==> src/rtl/uart_tx_frame.sv <==
// uart_tx_frame: UART transmitter. Each accepted request sends one frame:
// a start bit (0), DATA_WIDTH data bits LSB first, an optional parity bit
// and a stop bit (1). Every bit lasts max(Prescale,1) CLK cycles, which
// matches the oversampling clock used by the companion receiver.
module uart_tx_frame #(
  parameter int DATA_WIDTH  = 8,
  parameter int PRESC_WIDTH = 6
) (
  input  logic                   CLK,
  input  logic                   RST,
  input  logic [DATA_WIDTH-1:0]  P_DATA,
  input  logic                   Data_valid,
  input  logic                   PAR_EN,
  input  logic                   PAR_TYP,
  input  logic [PRESC_WIDTH-1:0] Prescale,
  output logic                   TX_OUT,
  output logic                   Busy
);

  localparam int IDX_W = (DATA_WIDTH > 1) ? $clog2(DATA_WIDTH) : 1;

  typedef enum logic [2:0] {
    IDLE,
    START,
    DATA,
    PARITY,
    STOP
  } state_t;

  state_t                 state_q, state_d;
  logic [PRESC_WIDTH-1:0] cnt_q, cnt_d;
  logic [IDX_W-1:0]       idx_q, idx_d;
  logic [IDX_W-1:0]       idx_inc;
  logic                   tx_q, tx_d;
  logic                   busy_q, busy_d;
  logic                   load;

  // Frame settings captured at acceptance so later input changes cannot
  // disturb a frame that is already on the line.
  logic [DATA_WIDTH-1:0]  data_q;
  logic                   par_en_q;
  logic                   par_typ_q;
  logic [PRESC_WIDTH-1:0] presc_q;

  logic                   bit_done;
  logic                   par_bit;

  // Last cycle of the current bit period; presc_q is never zero.
  assign bit_done = (cnt_q == presc_q - PRESC_WIDTH'(1));
  // Even parity makes the total count of ones even; odd inverts it.
  assign par_bit  = (^data_q) ^ par_typ_q;
  assign idx_inc  = idx_q + IDX_W'(1);

  // Next-state and next-output logic for the frame sequencer.
  always_comb begin
    // NOTE: every signal gets a default first so no path leaves one
    // unassigned, which would otherwise infer a latch.
    state_d = state_q;
    cnt_d   = cnt_q;
    idx_d   = idx_q;
    tx_d    = tx_q;
    busy_d  = busy_q;
    load    = 1'b0;

    if (state_q != IDLE) begin
      cnt_d = bit_done ? '0 : cnt_q + PRESC_WIDTH'(1);
    end

    unique case (state_q)
      IDLE: begin
        tx_d = 1'b1;
        if (Data_valid) begin
          load    = 1'b1;
          state_d = START;
          tx_d    = 1'b0;
          busy_d  = 1'b1;
          cnt_d   = '0;
          idx_d   = '0;
        end
      end
      START: begin
        if (bit_done) begin
          state_d = DATA;
          tx_d    = data_q[0];
          idx_d   = '0;
        end
      end
      DATA: begin
        if (bit_done) begin
          if (idx_q == IDX_W'(DATA_WIDTH - 1)) begin
            if (par_en_q) begin
              state_d = PARITY;
              tx_d    = par_bit;
            end else begin
              state_d = STOP;
              tx_d    = 1'b1;
            end
          end else begin
            idx_d = idx_inc;
            tx_d  = data_q[idx_inc];
          end
        end
      end
      PARITY: begin
        if (bit_done) begin
          state_d = STOP;
          tx_d    = 1'b1;
        end
      end
      STOP: begin
        if (bit_done) begin
          state_d = IDLE;
          tx_d    = 1'b1;
          busy_d  = 1'b0;
        end
      end
      default: begin
        state_d = IDLE;
        tx_d    = 1'b1;
        busy_d  = 1'b0;
      end
    endcase
  end

  // State, counters and the registered line driver; reset aborts any frame.
  always_ff @(posedge CLK or negedge RST) begin
    if (!RST) begin
      state_q   <= IDLE;
      cnt_q     <= '0;
      idx_q     <= '0;
      tx_q      <= 1'b1;
      busy_q    <= 1'b0;
      data_q    <= '0;
      par_en_q  <= 1'b0;
      par_typ_q <= 1'b0;
      presc_q   <= PRESC_WIDTH'(1);
    end else begin
      // NOTE: non-blocking assignments so every flop samples the values
      // from before this edge, independent of statement order.
      state_q <= state_d;
      cnt_q   <= cnt_d;
      idx_q   <= idx_d;
      tx_q    <= tx_d;
      busy_q  <= busy_d;
      if (load) begin
        data_q    <= P_DATA;
        par_en_q  <= PAR_EN;
        par_typ_q <= PAR_TYP;
        presc_q   <= (Prescale == '0) ? PRESC_WIDTH'(1) : Prescale;
      end
    end
  end

  assign TX_OUT = tx_q;
  assign Busy   = busy_q;

endmodule

==> config.mk <==
export PLATFORM = sky130hd
export DESIGN_NAME = uart_tx_frame
export DESIGN_NICKNAME = d
export VERILOG_FILES = /design/src/rtl/uart_tx_frame.sv
export SDC_FILE = /design/constraint.sdc
export NUM_CORES = 1
export LEC_CHECK = 0
export ABC_AREA = 1
export ABC_CLOCK_PERIOD_IN_PS = 2400
export BUFFER_PORTS_ARGS = -buffer_cell sky130_fd_sc_hd__buf_2
export CAP_MARGIN = 0
export CORE_ASPECT_RATIO = 1.25
export CORE_MARGIN = 1.5
export CORE_UTILIZATION = 58
export CTS_CLUSTER_SIZE = 14
export DETAILED_ROUTE_END_ITERATION = 12
export GPL_TIMING_DRIVEN = 0
export PLACE_DENSITY = 0.79
export SYNTH_ARGS = -nofsm -noshare
export SYNTH_HDL_FRONTEND = slang
export SYNTH_SLANG_ARGS = --single-unit
export TNS_END_PERCENT = 20
==> constraint.sdc <==
create_clock -name CLK -period 2.4 [get_ports CLK]
set_clock_uncertainty 0.05 [all_clocks]
set_input_delay 0.48 -clock CLK [delete_from_list [all_inputs] [get_ports CLK]]
set_output_delay 0.48 -clock CLK [all_outputs]
set_load 0.02 [all_outputs]
==> flow_summary_export.csv <==
group,metric,value,unit
logic_synthesis,synth_top_area_share,37.3,%
timing,finalCritPeriodShare,88.1,%
floorplan,dieHeight,66.6,um
logic_synthesis,syn_inst,254,
timing,period_minus_slack,2.11,ns
critical_path,end_kind,"register",
detailed_routing,met3WireLength,108,um
critical_path,r2r-start,"presc_q[0]$_DFFE_PN1P_",
floorplan,die-area,3590,sq um
timing,max_freq,473,MHz
logic_synthesis,synth.avg_cell_area,7.39,sq um
detailed_routing,routed_wirelength,3660,um
run_status,status,"complete, no violations",
detailed_routing,dr_wl_met2,1910,um
timing,worstMarginPinSlew,0.653,ns
detailed_routing,antenna_left,0,
power_and_ir_drop,seq_power_share,34.3,%
critical_path,ff2ff_setup_slack,0.29,ns
floorplan,ioPinCount,21,
detailed_routing,wl_met1,1520,um
clock_network,post_cts_resized,0,
floorplan,initial_utilization,62.6,%
detailed_routing,drt_iter0_markers,53,
global_route,antenna_found_initial,0,
logic_synthesis,syn_nets,277,
place,gp_congestion,0.805,
place,port-buffer-count,20,
detailed_routing,top_layer,"met4",
floorplan,rows,22,
global_route,overflow,0,
critical_path,arrival,2.29,ns
power_and_ir_drop,power.share.clock,10.7,%
power_and_ir_drop,p_comb_share,55.0,%
place,hpwl,2840,um
global_route,grt_max_degree,31,
clock_network,cts_made_buffers,5,
critical_path,crit_buf_inv,1,
timing,hold_viol_final,0,
clock_network,htreeDepth,2,
layout,areaGrowthSynthToFinish,10.3,%
power_and_ir_drop,ir_drop,0.924,mV
critical_path,critPathLaunchType,"register",
place,placed_cell_area,2020,sq um
logic_synthesis,synthFlopType,"dfrtp_1",
timing,rsz0062_at_grt,"false",
logic_synthesis,synthArstFlopShare,100,%
critical_path,worst_path_dominant_cell_family,"simple AND/OR/NAND/NOR gates",
detailed_routing,drc,0,
layout,design_area,2070,sq um
logic_synthesis,netlist_area,1880,sq um
critical_path,path_class,"register to register",
power_and_ir_drop,p_int,0.00140,W
logic_synthesis,synth_common_cells,"nand2_1 (76), inv_1 (32), dfrtp_1 (28)",
detailed_routing,drt_pass1_iterations,4,
floorplan,core_area,3000,sq um
clock_network,cts.sinks,30,
detailed_routing,num_vias,1677,
clock_network,cts_setup_buffers,0,
power_and_ir_drop,p_switching,0.00127,W
critical_path,timing.rr.end,"idx_q[2]$_DFFE_PN0P_",
critical_path,cpMostUsedCell,"nand2_1",
clock_network,clk_pin_slew_worst_paths,0.10,ns
logic_synthesis,ys_warn_count,0,
power_and_ir_drop,p_sw_share,47.7,%
critical_path,rr_worst_depth,10,
logic_synthesis,ys_types,31,
critical_path,slowest_delay,0.56,ns
logic_synthesis,synth_top_area_cell,"dfrtp_1",
layout,layout.nets,304,
clock_network,worstSkewPairLatency,0.33,ns
detailed_routing,vias_per_cell,5.27,
logic_synthesis,post-synth-top-count-cell,"nand2_1",
clock_network,tritoncts,"yes",
critical_path,cp_max_fo,8,
detailed_routing,detail_route.wl_per_cell,11.5,um
layout,insertedDiodeCount,0,
logic_synthesis,synth-edff-count,0,
clock_network,cts_hold_buf,0,
logic_synthesis,ys_ff_latch,30,
clock_network,cts-root-buf,"clkbuf_4",
hold_path,hold_path_class,"input port to async pin",
logic_synthesis,ys_seq_area_share,40.1,%
global_route,grt_pass1_vias,1592,
power_and_ir_drop,leakage,1.07,nW
logic_synthesis,ys_top_cells_by_area,"dfrtp_1 (37%), nand2_1 (15%), nand3_1 (6.7%), o21ai_0 (6.7%), inv_1 (6.4%)",
power_and_ir_drop,powerDensity,1290,nW/um^2
critical_path,worstPathRequired,2.58,ns
timing,slew_headroom,56.5,%
global_route,grt_pass1_wl,6490,um
critical_path,worst_path_max_delay_cell,"dfstp_2",
floorplan,dieWidth,53.9,um
timing,drv_slew,0,
layout,stdcell_count,318,
place,dp.cells,310,
clock_network,clockBufferDepth,2,
timing,fin_tns_setup,0,ns
flow_run,maxCapViolCount,0,
critical_path,critical_path.cell_chain,"inv_2 -> ha_1 -> xor2_1 -> nand3_1 -> nor2_4 -> nand3_4 -> o21ai_2 -> nand3_2 -> nand2_1 -> nand2_1",
timing,setup_viol,0,
layout,final_layout_size_suffix_gt1_share,16.0,%
global_route,track_usage,25.4,%
-- worst max-delay path by stage --
stage | from | endpoint | slack, ns | cells after the start
after floorplan | presc_q[0]$_DFFE_PN1P_ | state_q[0]$_DFFE_PN0P_ | 0.49 | 10
after global placement | presc_q[0]$_DFFE_PN1P_ | TX_OUT$_DFFE_PN1P_ | 0.30 | 9
after detailed placement | presc_q[0]$_DFFE_PN1P_ | TX_OUT$_DFFE_PN1P_ | 0.31 | 9
after CTS | presc_q[0]$_DFFE_PN1P_ | idx_q[2]$_DFFE_PN0P_ | 0.28 | 10
after global routing | presc_q[0]$_DFFE_PN1P_ | idx_q[2]$_DFFE_PN0P_ | 0.10 | 10
final | presc_q[0]$_DFFE_PN1P_ | idx_q[2]$_DFFE_PN0P_ | 0.29 | 10
-- kinds of logic after synthesis --
group	count (synthesis)	synth area share [%]
fa+ha+maj	4	2.66
simple gates	134	32.4
flops	30	40.1
buf+inv	40	7.99
xor+xnor	9	5.00
compound gates	37	11.9
-- worst register-to-register path, cell delays in order, from the launching register on --
cell,delay (ns)
dfstp_2,0.56
inv_2,0.07
ha_1,0.31
xor2_1,0.16
nand3_1,0.14
nor2_4,0.16
nand3_4,0.15
o21ai_2,0.15
nand3_2,0.13
nand2_1,0.08
nand2_1,0.05
-- cell usage in the layout (no fill, tap or decap) --
| master | count |
|---|---|
| a211oi_1 | 1 |
| a21oi_1 | 4 |
| a21oi_4 | 2 |
| buf_2 | 20 |
| clkbuf_1 | 7 |
| clkbuf_4 | 5 |
| clkinv_1 | 1 |
| dfrtp_1 | 28 |
| dfstp_2 | 2 |
| ha_1 | 4 |
| inv_1 | 32 |
| inv_2 | 3 |
| nand2_1 | 76 |
| nand2_2 | 2 |
| nand3_1 | 25 |
| nand3_2 | 1 |
| nand3_4 | 1 |
| nand3b_1 | 1 |
| nand4_1 | 4 |
| nor2_1 | 17 |
| nor2_2 | 3 |
| nor2_4 | 2 |
| nor2b_4 | 1 |
| nor4_1 | 1 |
| o2111ai_1 | 1 |
| o211ai_1 | 2 |
| o21ai_0 | 25 |
| o21ai_1 | 1 |
| o21ai_2 | 1 |
| xnor2_1 | 3 |
| xnor2_2 | 1 |
| xor2_1 | 4 |
| xor2_2 | 1 |
-- power by group through the flow --
stage               logic (W)  clock network [W]  registers [W]
floorplan             0.00119                  0       0.000898
global placement      0.00144                  0       0.000926
detailed placement    0.00147                  0       0.000930
CTS                   0.00148           0.000293       0.000919
global route          0.00172           0.000320       0.000949
finish                0.00147           0.000285       0.000917
-- layer usage --
layer | vias up | global-route usage [%]
met2 | 27 | 44.8
met1 | 771 | 26.6
met3 | 10 | 6.95
li1 | 869 | -
met4 | 0 | 12.5
met5 | - | 0
-- per-stage QoR --
stage          power [W]  util (%)  setup slack, ns  hold slack (ns)
3_5_place_dp     0.00240      67.4            0.306            0.427
6_report         0.00267      69.1            0.286            0.113
5_1_grt          0.00299      69.1            0.102            0.150
4_1_cts          0.00270      69.1            0.285            0.125
3_3_place_gp     0.00236      67.4            0.299            0.419
2_1_floorplan    0.00209         -            0.492            0.134
-- flip-flops by register name, indices dropped and copies added, names as in the netlist --
register and cells:
idx_q 3, TX_OUT 1, par_typ_q 1, par_en_q 1, presc_q 6, data_q 8, Busy 1, cnt_q 6
state_q 3
-- layout make-up --
type,instances,area [sq um]
multi-input cells,184,975
fillers,278,928
flip-flops and latches,30,753
inverters,36,135
repair buffers,20,100
clock buffers,8,48.8
well taps,36,45.0
plain buffers,4,15.0
Note: power is estimated with default switching activity, not from simulation.
